File: src/rtl/dmem_arb_pkg.sv
// Shared constants for the data-memory arbiter: FSM state codes, owner ids, default widths.
package dmem_arb_pkg;

    localparam int DATA_W_DEF = 16;
    localparam int ADDR_W_DEF = 16;

    typedef logic [1:0] arb_state_t;

    localparam arb_state_t ARB_IDLE = 2'd0;
    localparam arb_state_t ARB_CPU  = 2'd1;
    localparam arb_state_t ARB_DMA  = 2'd2;

    localparam logic OWN_CPU = 1'b0;
    localparam logic OWN_DMA = 1'b1;

endpackage

File: src/rtl/dmem_arb_beat_cnt.sv
// Burst beat counter: clears on ownership change, counts transfers, saturates at the limit.
module dmem_arb_beat_cnt #(
    parameter int MAX_BURST = 4,
    localparam int CW = $clog2(MAX_BURST) + 1
) (
    input  logic clk,
    input  logic rst_n,
    input  logic clr_i,
    input  logic inc_i,
    output logic limit_o
);

    logic [CW-1:0] cnt_q;
    logic [CW-1:0] cnt_d;

    assign limit_o = (cnt_q == CW'(MAX_BURST - 1));

    always_comb begin
        cnt_d = cnt_q;
        if (clr_i) begin
            cnt_d = '0;
        end else if (inc_i && !limit_o) begin
            cnt_d = cnt_q + 1'b1;
        end
    end

    always_ff @(posedge clk or negedge rst_n) begin
        if (!rst_n) begin
            cnt_q <= '0;
        end else begin
            cnt_q <= cnt_d;
        end
    end

endmodule

File: src/rtl/dmem_arbiter.sv
// Arbitrates the single-port data memory between the CPU MEM stage and a DMA/loader port
// with registered ownership, a per-owner burst limit and round-robin tie-break.
module dmem_arbiter
    import dmem_arb_pkg::*;
#(
    parameter int DATA_W    = DATA_W_DEF,
    parameter int ADDR_W    = ADDR_W_DEF,
    parameter int MAX_BURST = 4
) (
    input  logic              clk,
    input  logic              rst_n,
    input  logic              cpu_req,
    input  logic              cpu_we,
    input  logic [ADDR_W-1:0] cpu_addr,
    input  logic [DATA_W-1:0] cpu_wdata,
    output logic              cpu_gnt,
    output logic [DATA_W-1:0] cpu_rdata,
    output logic              cpu_stall,
    input  logic              dma_req,
    input  logic              dma_we,
    input  logic [ADDR_W-1:0] dma_addr,
    input  logic [DATA_W-1:0] dma_wdata,
    output logic              dma_gnt,
    output logic [DATA_W-1:0] dma_rdata,
    output logic              d_mem_write_en,
    output logic              d_mem_read,
    output logic [ADDR_W-1:0] d_mem_addr,
    output logic [DATA_W-1:0] d_mem_write_data,
    input  logic [DATA_W-1:0] d_mem_read_data
);

    arb_state_t state_q, state_d;
    logic       last_q, last_d;
    logic       own_cpu, own_dma;
    logic       sel_req, sel_we;
    logic       limit;

    assign own_cpu = (state_q == ARB_CPU);
    assign own_dma = (state_q == ARB_DMA);
    assign cpu_gnt = own_cpu;
    assign dma_gnt = own_dma;
    assign cpu_stall = cpu_req & ~own_cpu;

    // Memory port follows the current owner; everything is zero while idle.
    always_comb begin
        sel_req          = 1'b0;
        sel_we           = 1'b0;
        d_mem_addr       = '0;
        d_mem_write_data = '0;
        if (own_cpu) begin
            sel_req          = cpu_req;
            sel_we           = cpu_we;
            d_mem_addr       = cpu_addr;
            d_mem_write_data = cpu_wdata;
        end else if (own_dma) begin
            sel_req          = dma_req;
            sel_we           = dma_we;
            d_mem_addr       = dma_addr;
            d_mem_write_data = dma_wdata;
        end
    end

    assign d_mem_write_en = sel_req & sel_we;
    assign d_mem_read     = sel_req & ~sel_we;
    assign cpu_rdata      = (own_cpu && d_mem_read) ? d_mem_read_data : '0;
    assign dma_rdata      = (own_dma && d_mem_read) ? d_mem_read_data : '0;

    always_comb begin
        state_d = state_q;
        last_d  = last_q;
        case (state_q)
            ARB_IDLE: begin
                if (cpu_req && dma_req) begin
                    state_d = (last_q == OWN_DMA) ? ARB_CPU : ARB_DMA;
                end else if (cpu_req) begin
                    state_d = ARB_CPU;
                end else if (dma_req) begin
                    state_d = ARB_DMA;
                end
            end
            ARB_CPU: begin
                if (!cpu_req || (dma_req && limit)) begin
                    state_d = dma_req ? ARB_DMA : ARB_IDLE;
                    last_d  = OWN_CPU;
                end
            end
            ARB_DMA: begin
                if (!dma_req || (cpu_req && limit)) begin
                    state_d = cpu_req ? ARB_CPU : ARB_IDLE;
                    last_d  = OWN_DMA;
                end
            end
            default: state_d = ARB_IDLE;
        endcase
    end

    dmem_arb_beat_cnt #(
        .MAX_BURST(MAX_BURST)
    ) u_beat_cnt (
        .clk    (clk),
        .rst_n  (rst_n),
        .clr_i  (state_d != state_q),
        .inc_i  (sel_req),
        .limit_o(limit)
    );

    always_ff @(posedge clk or negedge rst_n) begin
        if (!rst_n) begin
            state_q <= ARB_IDLE;
            last_q  <= OWN_DMA;
        end else begin
            state_q <= state_d;
            last_q  <= last_d;
        end
    end

endmodule

File: config.mk
export PLATFORM = sky130hd
export DESIGN_NAME = dmem_arbiter
export DESIGN_NICKNAME = d
export VERILOG_FILES = /design/src/rtl/dmem_arb_pkg.sv /design/src/rtl/dmem_arb_beat_cnt.sv /design/src/rtl/dmem_arbiter.sv
export SDC_FILE = /design/constraint.sdc
export NUM_CORES = 1
export LEC_CHECK = 0
export ABC_AREA = 1
export CORE_ASPECT_RATIO = 1.4
export CORE_UTILIZATION = 26
export CTS_CLUSTER_SIZE = 8
export DETAILED_ROUTE_END_ITERATION = 16
export GPL_TIMING_DRIVEN = 1
export HOLD_SLACK_MARGIN = 0.15
export PLACE_DENSITY = 0.78
export SLEW_MARGIN = 40
export SYNTH_ARGS = -nofsm -noshare
export SYNTH_HDL_FRONTEND = slang
export SYNTH_SLANG_ARGS = --single-unit
File: constraint.sdc
create_clock -name clk -period 2.55 [get_ports clk]
set_input_delay 0.765 -clock clk [delete_from_list [all_inputs] [get_ports clk]]
set_output_delay 0.765 -clock clk [all_outputs]
set_load 0.005 [all_outputs]
Word level (Yosys, flattened, before mapping)
Index checks and enable logic that the tools add are counted.

operators by class
  equal/unequal tests = 6
  multiplexer cells = 24
  $add $sub $neg = 1
  bitwise gates (word level) = 5
  reductions and logical operators = 15

operators with widths
  kind                                                 number
  2-to-1 mux 16 bit                                    6
  2-to-1 mux 2 bit                                     7
  2-to-1 mux 1 bit                                     7
  logical AND 1 bit                                    6
  2-to-1 mux 3 bit                                     2
  one-hot mux 2 bit (3 select lines)                   1
  != test 2 x 1 -> 1 bit, second input constant        2
  nonzero test 2 bit                                   2
  adder 3 x 1 -> 3 bit, second input constant          1
  bitwise AND 1 bit                                    3
  equality test 3 x 2 -> 1 bit, second input constant  1
  logical NOT 1 bit                                    3
  AND reduction 3 bit                                  1
  equality test 2 x 1 -> 1 bit, second input constant  1
  equality test 2 bit, second input constant           1
  logical NOT 2 bit                                    1
  logical OR 1 bit                                     2
  != test 2 bit                                        1
  NOT 1 bit                                            2
  one-hot mux 1 bit (2 select lines)                   1

word-level totals
  bits in registers = 6

Logic depth before layout (Yosys ltp)
Gate-level depths: netlist of run 1.

  word-level depth = 7
  mapped depth = 13

Modules after synthesis
A second synthesis of run 1 with hierarchy kept.

second synthesis, totals
  cells, all modules = 170
  area total of the unflattened synthesis = 1087.3 um2

by module, submodules not included
  module             area each (um2)  cells an instance  times used
  dmem_arbiter       904.6            148                1
  dmem_arb_beat_cnt  182.7            22                 1

Worst setup path after synthesis of run 1
Ideal clock, no wire load.

  path type = input-to-output
  from = in cpu_req
  to = out cpu_rdata[10]
  cell stages on the path = 7
  buffers on the path = 2
  path slack = 151 ps
  arrival = 1634 ps
  cells stage by stage = buf_4 > inv_2 > o21ai_4 > and3_4 > nand2_4 > buf_6 > nor2_1

between the ends
  longest elaborated chain between the ends = 4

ends and longest elaborated chain
  element             line                RTL
  start: declaration  dmem_arbiter.sv:12  input logic cpu_req,
  2-to-1 mux 1 bit    dmem_arbiter.sv:50  if (own_cpu) begin
  bitwise AND 1 bit   dmem_arbiter.sv:64  assign d_mem_read = sel_req & ~sel_we;
  via d_mem_read      dmem_arbiter.sv:26  output logic d_mem_read,
  logical AND 1 bit   dmem_arbiter.sv:65  assign cpu_rdata = (own_cpu && d_mem_read) ? d_mem_read_data : '0;
  2-to-1 mux 16 bit   dmem_arbiter.sv:65
  end: declaration    dmem_arbiter.sv:17  output logic [DATA_W-1:0] cpu_rdata,

The timed path passes the listed nets, and every way through them passes these cells.

Worst setup path after layout of run 1
  from = in dma_we
  to = out cpu_rdata[3]

between the ends
  longest elaborated chain between the ends = 6

ends and longest elaborated chain
  element             line                RTL
  start: declaration  dmem_arbiter.sv:20  input logic dma_we,
  2-to-1 mux 1 bit    dmem_arbiter.sv:55  end else if (own_dma) begin
  2-to-1 mux 1 bit    dmem_arbiter.sv:50
  NOT 1 bit           dmem_arbiter.sv:64
  bitwise AND 1 bit   dmem_arbiter.sv:64
  logical AND 1 bit   dmem_arbiter.sv:65
  2-to-1 mux 16 bit   dmem_arbiter.sv:65

No other way between the ends.

==> results of run 1 <==
cells by family after synthesis:
group / after synthesis / synth area share
xor+xnor: 1 / 0.00721
fa+ha+maj: 6 / 0.0618
mux: 1 / 0.00927
flops: 6 / 0.125
compound gates: 4 / 0.0257
simple gates: 176 / 0.614
buf+inv: 44 / 0.158
report_power, final:
part / internal (µW) / switching [µW] / total, µW
logic: 935 / 912 / 1850
registers: 128 / 24.8 / 153
clock network: 108 / 46.0 / 154
layer usage:
metal / track usage / vias up / wire length [µm]
li1: - / 1085 / -
met1: 0.276 / 969 / 2430
met2: 0.474 / 128 / 3490
met3: 0.0732 / 11 / 866
met4: 0.0846 / 0 / 127
met5: 0 / - / 0
sequential cells by signal (all words and copies together) (netlist names):
signal / cells
u_beat_cnt.cnt_q: 3
last_q: 1
state_q: 2
metrics by stage:
stage,hold WS (ns),instance area (µm²)
6_report,0.577,3220
5_1_grt,0.628,3220
3_5_place_dp,0.580,2870
4_1_cts,0.587,3090
2_1_floorplan,0.469,1210
3_3_place_gp,0.546,2870
what timing repair did:
| item | CTS | global route |
|---|---|---|
| resized for setup | 234 | 28 |
| setup buffers | 13 | 3 |
| setup endpoints to repair | 68 | 34 |
| cloned | 3 | 0 |
| pin swaps | 24 | 14 |
cell usage after synthesis:
library cell	n	share of area
nand4_1	1	0.0052
clkbuf_1	7	0.022
dfstp_2	1	0.022
o21ai_4	1	0.013
and3_4	1	0.0093
buf_1	2	0.0062
clkbuf_4	1	0.0062
nand2_4	2	0.019
dfrtp_1	5	0.10
nand3_2	1	0.0082
inv_2	2	0.0062
nand2_1	92	0.28
xor2_1	1	0.0072
nor2_1	36	0.11
inv_1	28	0.087
buf_6	2	0.019
mux2_2	1	0.0093
nand3_1	43	0.18
ha_1	6	0.062
buf_4	2	0.012
o21ai_0	3	0.012
area by class of cell:
cell class | count | area, µm² | area share
Tap cell | 62 | 77.6 | 0.0241
Clock buffer | 4 | 45.0 | 0.0140
Sequential cell | 6 | 151 | 0.0470
Inverter | 30 | 118 | 0.0365
Multi-Input combinational cell | 190 | 1140 | 0.354
Timing Repair Buffer | 186 | 1690 | 0.524
final timing paths:
check	endpoint	slack, ns	depth (start not counted)
worst max-delay path	cpu_rdata[3]	-0.14	7
worst min-delay path	u_beat_cnt.cnt_q[0]	0.58	2
worst max register to register	u_beat_cnt.cnt_q[0]	0.65	14
worst min register to register	u_beat_cnt.cnt_q[0]	0.58	2
max in group asynchronous	last_q	1.49	1
min in group asynchronous	u_beat_cnt.cnt_q[1]	0.77	1
critical path: cells and delay by family:
| kind | cells | cell delay (ns) |
|---|---|---|
| buffers and inverters | 3 | 0.51 |
| AND/OR/NAND/NOR | 4 | 0.64 |
==> flow_summary_export.csv, run 1 <==
group,metric,value,unit
timing,period_share,1.05,
pwr,powerDensity,668,nW/µm²
synthesis,synth_nets,330,
pwr,ir_worst_vdd,430,µV
critical_path,crit_arrival,1.92,ns
detailed_routing,drt-wirelength-per-cell,14.5,µm
detailed_routing,ant_nets,0,
synthesis,synth_cells,238,
synthesis,synth-warning-count,0,
min_path,hold_class,"flop to flop",
timing,fmax,0.372,GHz
cells_and_area,mostFrequentLayoutCells,"92 x nand2_1, 81 x clkdlybuf4s50_1, 43 x nand3_1, 37 x dlygate4sd2_1, 34 x buf_2",
cells_and_area,fin_nets,509,
die,core_area,4500,µm²
synthesis,ys_seq_elements,6,
clock_tree,clk_latency,0.23,ns
cells_and_area,n_antenna_cell,0,
clock_tree,h-tree-depth,1,
synthesis,syn_area_per_cell,5.10,µm²
cells_and_area,nFillCells,394,
clock_tree,clock-sinks,6,
detailed_routing,dr.pass1.iters,4,
critical_path,critPathKind,"input pin to primary output",
status,status,"finished, violations left",
timing,setup_violations,31,
timing,maxSlewViolCount,0,
placed_design,hpwl,4780,µm
critical_path,cp-end-kind,"primary output",
cells_and_area,finalNonFillerCells,478,
critical_path,r2r-start,"state_q[1]",
timing,slew_headroom,0.816,
synthesis,synth_cell_type_count,21,
clock_tree,cts_tree,"built",
global_route,antenna_found_initial,0,
clock_tree,clkTransAtPathRegs,0.03,ns
synthesis,syn_area,1210,µm²
detailed_routing,drc,0,
detailed_routing,drt_iter0_drc,108,
die,fp.dieArea,4950,µm²
global_route,grt_pass1_vias,2134,
placed_design,pre_cts_ws,-0.774,ns
pwr,p_total,2150,µW
critical_path,start_kind,"input pin",
global_route,grt_pass1_wl,9920,µm
die,num_io_pins,155,
min_path,min_from,"u_beat_cnt.cnt_q[0]",
timing,period_needed,2.69,ns
run,max-cap-violations,0,
global_route,grt_max_degree,33,
clock_tree,numCtsBuffers,3,
detailed_routing,via_count,2193,
timing,hold_violations,0,
detailed_routing,via_per_inst,4.59,
timing,finalClockSkew,0.0113,ns
die,die_w,59.8,µm
placed_design,gp_congestion,0.872,
die,die_h,82.9,µm
timing,rsz0062_at_grt,"yes",
clock_tree,holdBufCountCts,0,
timing,fin_setup_tns,-2.21,ns
clock_tree,cts-root-buf,"clkbuf_8",
critical_path,critPathSlowestCell,"and3_4",
detailed_routing,drt-total-wl,6920,µm
global_route,gr-total-overflow,0,
cells_and_area,postLayoutCoreUtil,0.716,
cells_and_area,syn_to_final_growth,165,%
timing,layout_setup_ws,-0.135,ns
pwr,leakage,0.00174,µW
status,violations,"negative setup slack",
critical_path,crit_fanout,8,
die,rows,29,
critical_path,slowest_delay,0.32,ns
cells_and_area,drive_above_1_share,0.274,
critical_path,critPathLaunch,"dma_we",
cells_and_area,layout_commonest_cell,"nand2_1",
clock_tree,cts_max_path_buffers,2,
timing,max_slew.worst_pin.slew,0.275,ns
placed_design,io_buffer_count,154,
critical_path,required,1.79,ns
synthesis,seq_area_frac_synth,0.125,
global_route,grt_usage,0.261,
die,initial_utilization,0.270,
critical_path,path_cells,"dlygate4sd2_1, nand3_1, and3_4, buf_6, nand2_8, nor2_1, buf_2",
placed_design,placed_cells,455,
Power figures use the tool's default switching activity.
==> run 2: changes to the inputs <==
--- a/config.mk
+++ b/config.mk
@@ -11,9 +11,9 @@
 export CTS_CLUSTER_SIZE = 8
 export DETAILED_ROUTE_END_ITERATION = 16
 export GPL_TIMING_DRIVEN = 1
-export HOLD_SLACK_MARGIN = 0.15
+export HOLD_SLACK_MARGIN = 0.12
 export PLACE_DENSITY = 0.78
-export SLEW_MARGIN = 40
+export SLEW_MARGIN = 20
 export SYNTH_ARGS = -nofsm -noshare
 export SYNTH_HDL_FRONTEND = slang
 export SYNTH_SLANG_ARGS = --single-unit
==> results of run 2 <==
Final layout, timing and power as in run 1 (identical DEF).
==> run 3: changes to the inputs <==
--- a/config.mk
+++ b/config.mk
@@ -8,11 +8,12 @@
 export ABC_AREA = 1
 export CORE_ASPECT_RATIO = 1.4
 export CORE_UTILIZATION = 26
+export CTS_BUF_LIST = sky130_fd_sc_hd__clkbuf_16
 export CTS_CLUSTER_SIZE = 8
 export DETAILED_ROUTE_END_ITERATION = 16
 export GPL_TIMING_DRIVEN = 1
 export HOLD_SLACK_MARGIN = 0.12
-export PLACE_DENSITY = 0.78
+export PLACE_DENSITY_LB_ADDON = 0.25
 export SLEW_MARGIN = 20
 export SYNTH_ARGS = -nofsm -noshare
 export SYNTH_HDL_FRONTEND = slang
==> flow_summary_export.csv, run 3 (synthesis results as in run 1) <==
group,metric,value,unit
status,status,"finished, violations left",
status,violations,"negative setup slack",
clock_tree,holdBufCountCts,0,
critical_path,required,1.79,ns
placed_design,gp_congestion,0.795,
min_path,min_from,"u_beat_cnt.cnt_q[0]",
critical_path,start_kind,"input pin",
timing,max_slew.worst_pin.slew,0.281,ns
global_route,grt_usage,0.232,
critical_path,critPathSlowestCell,"dlygate4sd2_1",
clock_tree,numCtsBuffers,3,
timing,fin_setup_tns,-0.0740,ns
critical_path,r2r_end,"u_beat_cnt.cnt_q[0]",
timing,rsz0062_at_grt,"yes",
global_route,gr-total-overflow,0,
die,fp.dieArea,4950,µm²
critical_path,crit_arrival,1.83,ns
cells_and_area,drive_above_1_share,0.235,
placed_design,place_area,2880,µm²
cells_and_area,mostFrequentLayoutCells,"91 x nand2_1, 84 x clkdlybuf4s50_1, 42 x nand3_1, 36 x dlygate4sd2_1, 28 x buf_2",
critical_path,r2r-start,"state_q[0]",
global_route,grt_pass1_wl,9110,µm
clock_tree,clkTransAtPathRegs,0.03,ns
timing,setup_violations,2,
timing,hold_violations,0,
timing,layout_setup_ws,-0.0409,ns
global_route,grt_max_degree,33,
detailed_routing,drt-total-wl,5730,µm
die,initial_utilization,0.270,
cells_and_area,largest_register,"u_beat_cnt.cnt_q",
detailed_routing,via_count,2133,
pwr,p_total,2100,µW
die,num_io_pins,155,
detailed_routing,drc,0,
clock_tree,cts-root-buf,"clkbuf_16",
detailed_routing,drt-wirelength-per-cell,12.2,µm
clock_tree,cts_tree,"built",
critical_path,critPathKind,"input pin to primary output",
clock_tree,cts_max_path_buffers,2,
pwr,ir_worst_vdd,389,µV
critical_path,cp.depth,8,
critical_path,r2r_setup_slack,0.83,ns
die,rows,29,
cells_and_area,fin_area,3050,µm²
global_route,antenna_found_initial,0,
cells_and_area,reg_top3,"u_beat_cnt.cnt_q x3, state_q x2, last_q x1",
critical_path,cp_num_buf_inv,4,
detailed_routing,via_per_inst,4.54,
min_path,hold_class,"flop to flop",
critical_path,crit_fanout,7,
critical_path,path_cells,"dlygate4sd2_1, nand2_2, and3_4, nand2_8, buf_6, buf_6, nor2_4, buf_2",
cells_and_area,layout_commonest_cell,"nand2_1",
timing,maxSlewViolCount,0,
timing,period_needed,2.59,ns
timing,slew_headroom,0.812,
placed_design,hpwl,4320,µm
cells_and_area,postLayoutCoreUtil,0.678,
run,max-cap-violations,0,
pwr,powerDensity,687,nW/µm²
placed_design,io_buffer_count,154,
critical_path,critPathMostFrequentCell,"buf_6",
timing,period_share,1.02,
critical_path,cp-end-kind,"primary output",
detailed_routing,ant_nets,0,
timing,whs,0.579,ns
critical_path,cp_top_family,"buffers and inverters",
detailed_routing,dr.pass1.iters,3,
pwr,leakage,0.00169,µW
critical_path,slowest_delay,0.25,ns
cells_and_area,fin_nets,501,
clock_tree,h-tree-depth,1,
cells_and_area,syn_to_final_growth,151,%
die,die_w,59.8,µm
die,die_h,82.9,µm
min_path,min_path_cells,2,
detailed_routing,drt_iter0_drc,40,
critical_path,worst_r2r_path_depth,13,
die,core_area,4500,µm²
global_route,grt_pass1_vias,2191,
clock_tree,clock-sinks,6,
min_path,hold_end,"u_beat_cnt.cnt_q[0]",
timing,fmax,0.386,GHz
clock_tree,clk_latency,0.23,ns
timing,finalClockSkew,0.000125,ns
cells_and_area,n_antenna_cell,0,
cells_and_area,largest_reg_flops,3,
run 3: timing repair:
item / 4_1_cts / 5_1_grt
resized for setup: 179 / 37
cloned: 1 / 0
setup buffers: 6 / 3
pin swaps: 14 / 12
setup endpoints to repair: 67 / 31
run 3: power breakdown:
group          switching, µW  internal (µW)
logic                    835            855
clock network           50.8            203
registers               22.7            128
run 3: routing by layer:
layer,part of all wire,vias to the layer above,GRT usage
li1,-,1071,-
met1,0.33,923,0.223
met2,0.54,120,0.451
met3,0.086,19,0.0358
met4,0.038,0,0.0994
met5,0,-,0
run 3: area by class of cell:
| type | count | area [µm²] |
|---|---|---|
| timing repair buffer | 179 | 1590 |
| inverter | 30 | 118 |
| fill | 425 | 1450 |
| clock buffer | 3 | 75.1 |
| multi-input combinational | 189 | 1030 |
| clock inverter | 1 | 3.75 |
| tap | 62 | 77.6 |
| sequential | 6 | 151 |
run 3: tightest hold or removal path, stage by stage (launching register included):
cell and delay (ns):
dfrtp_1 0.35, xor2_1 0.08, nor2_1 0.10
run 3: worst max path at each step:
stage,from,end,slack (ns)
2_1_floorplan,cpu_req,cpu_rdata[10],0.15
3_3_place_gp,cpu_req,cpu_rdata[10],-0.64
3_5_place_dp,cpu_req,cpu_rdata[10],-0.68
4_1_cts,dma_we,cpu_rdata[10],-0.03
5_1_grt,state_q[0],cpu_rdata[5],-0.11
6_report,cpu_we,cpu_rdata[10],-0.04
run 3: through the flow:
step,std cells,setup WS [ns]
2_1_floorplan,238,0.151
3_3_place_gp,456,-0.645
3_5_place_dp,456,-0.682
4_1_cts,467,-0.0330
5_1_grt,470,-0.106
6_report,470,-0.0409
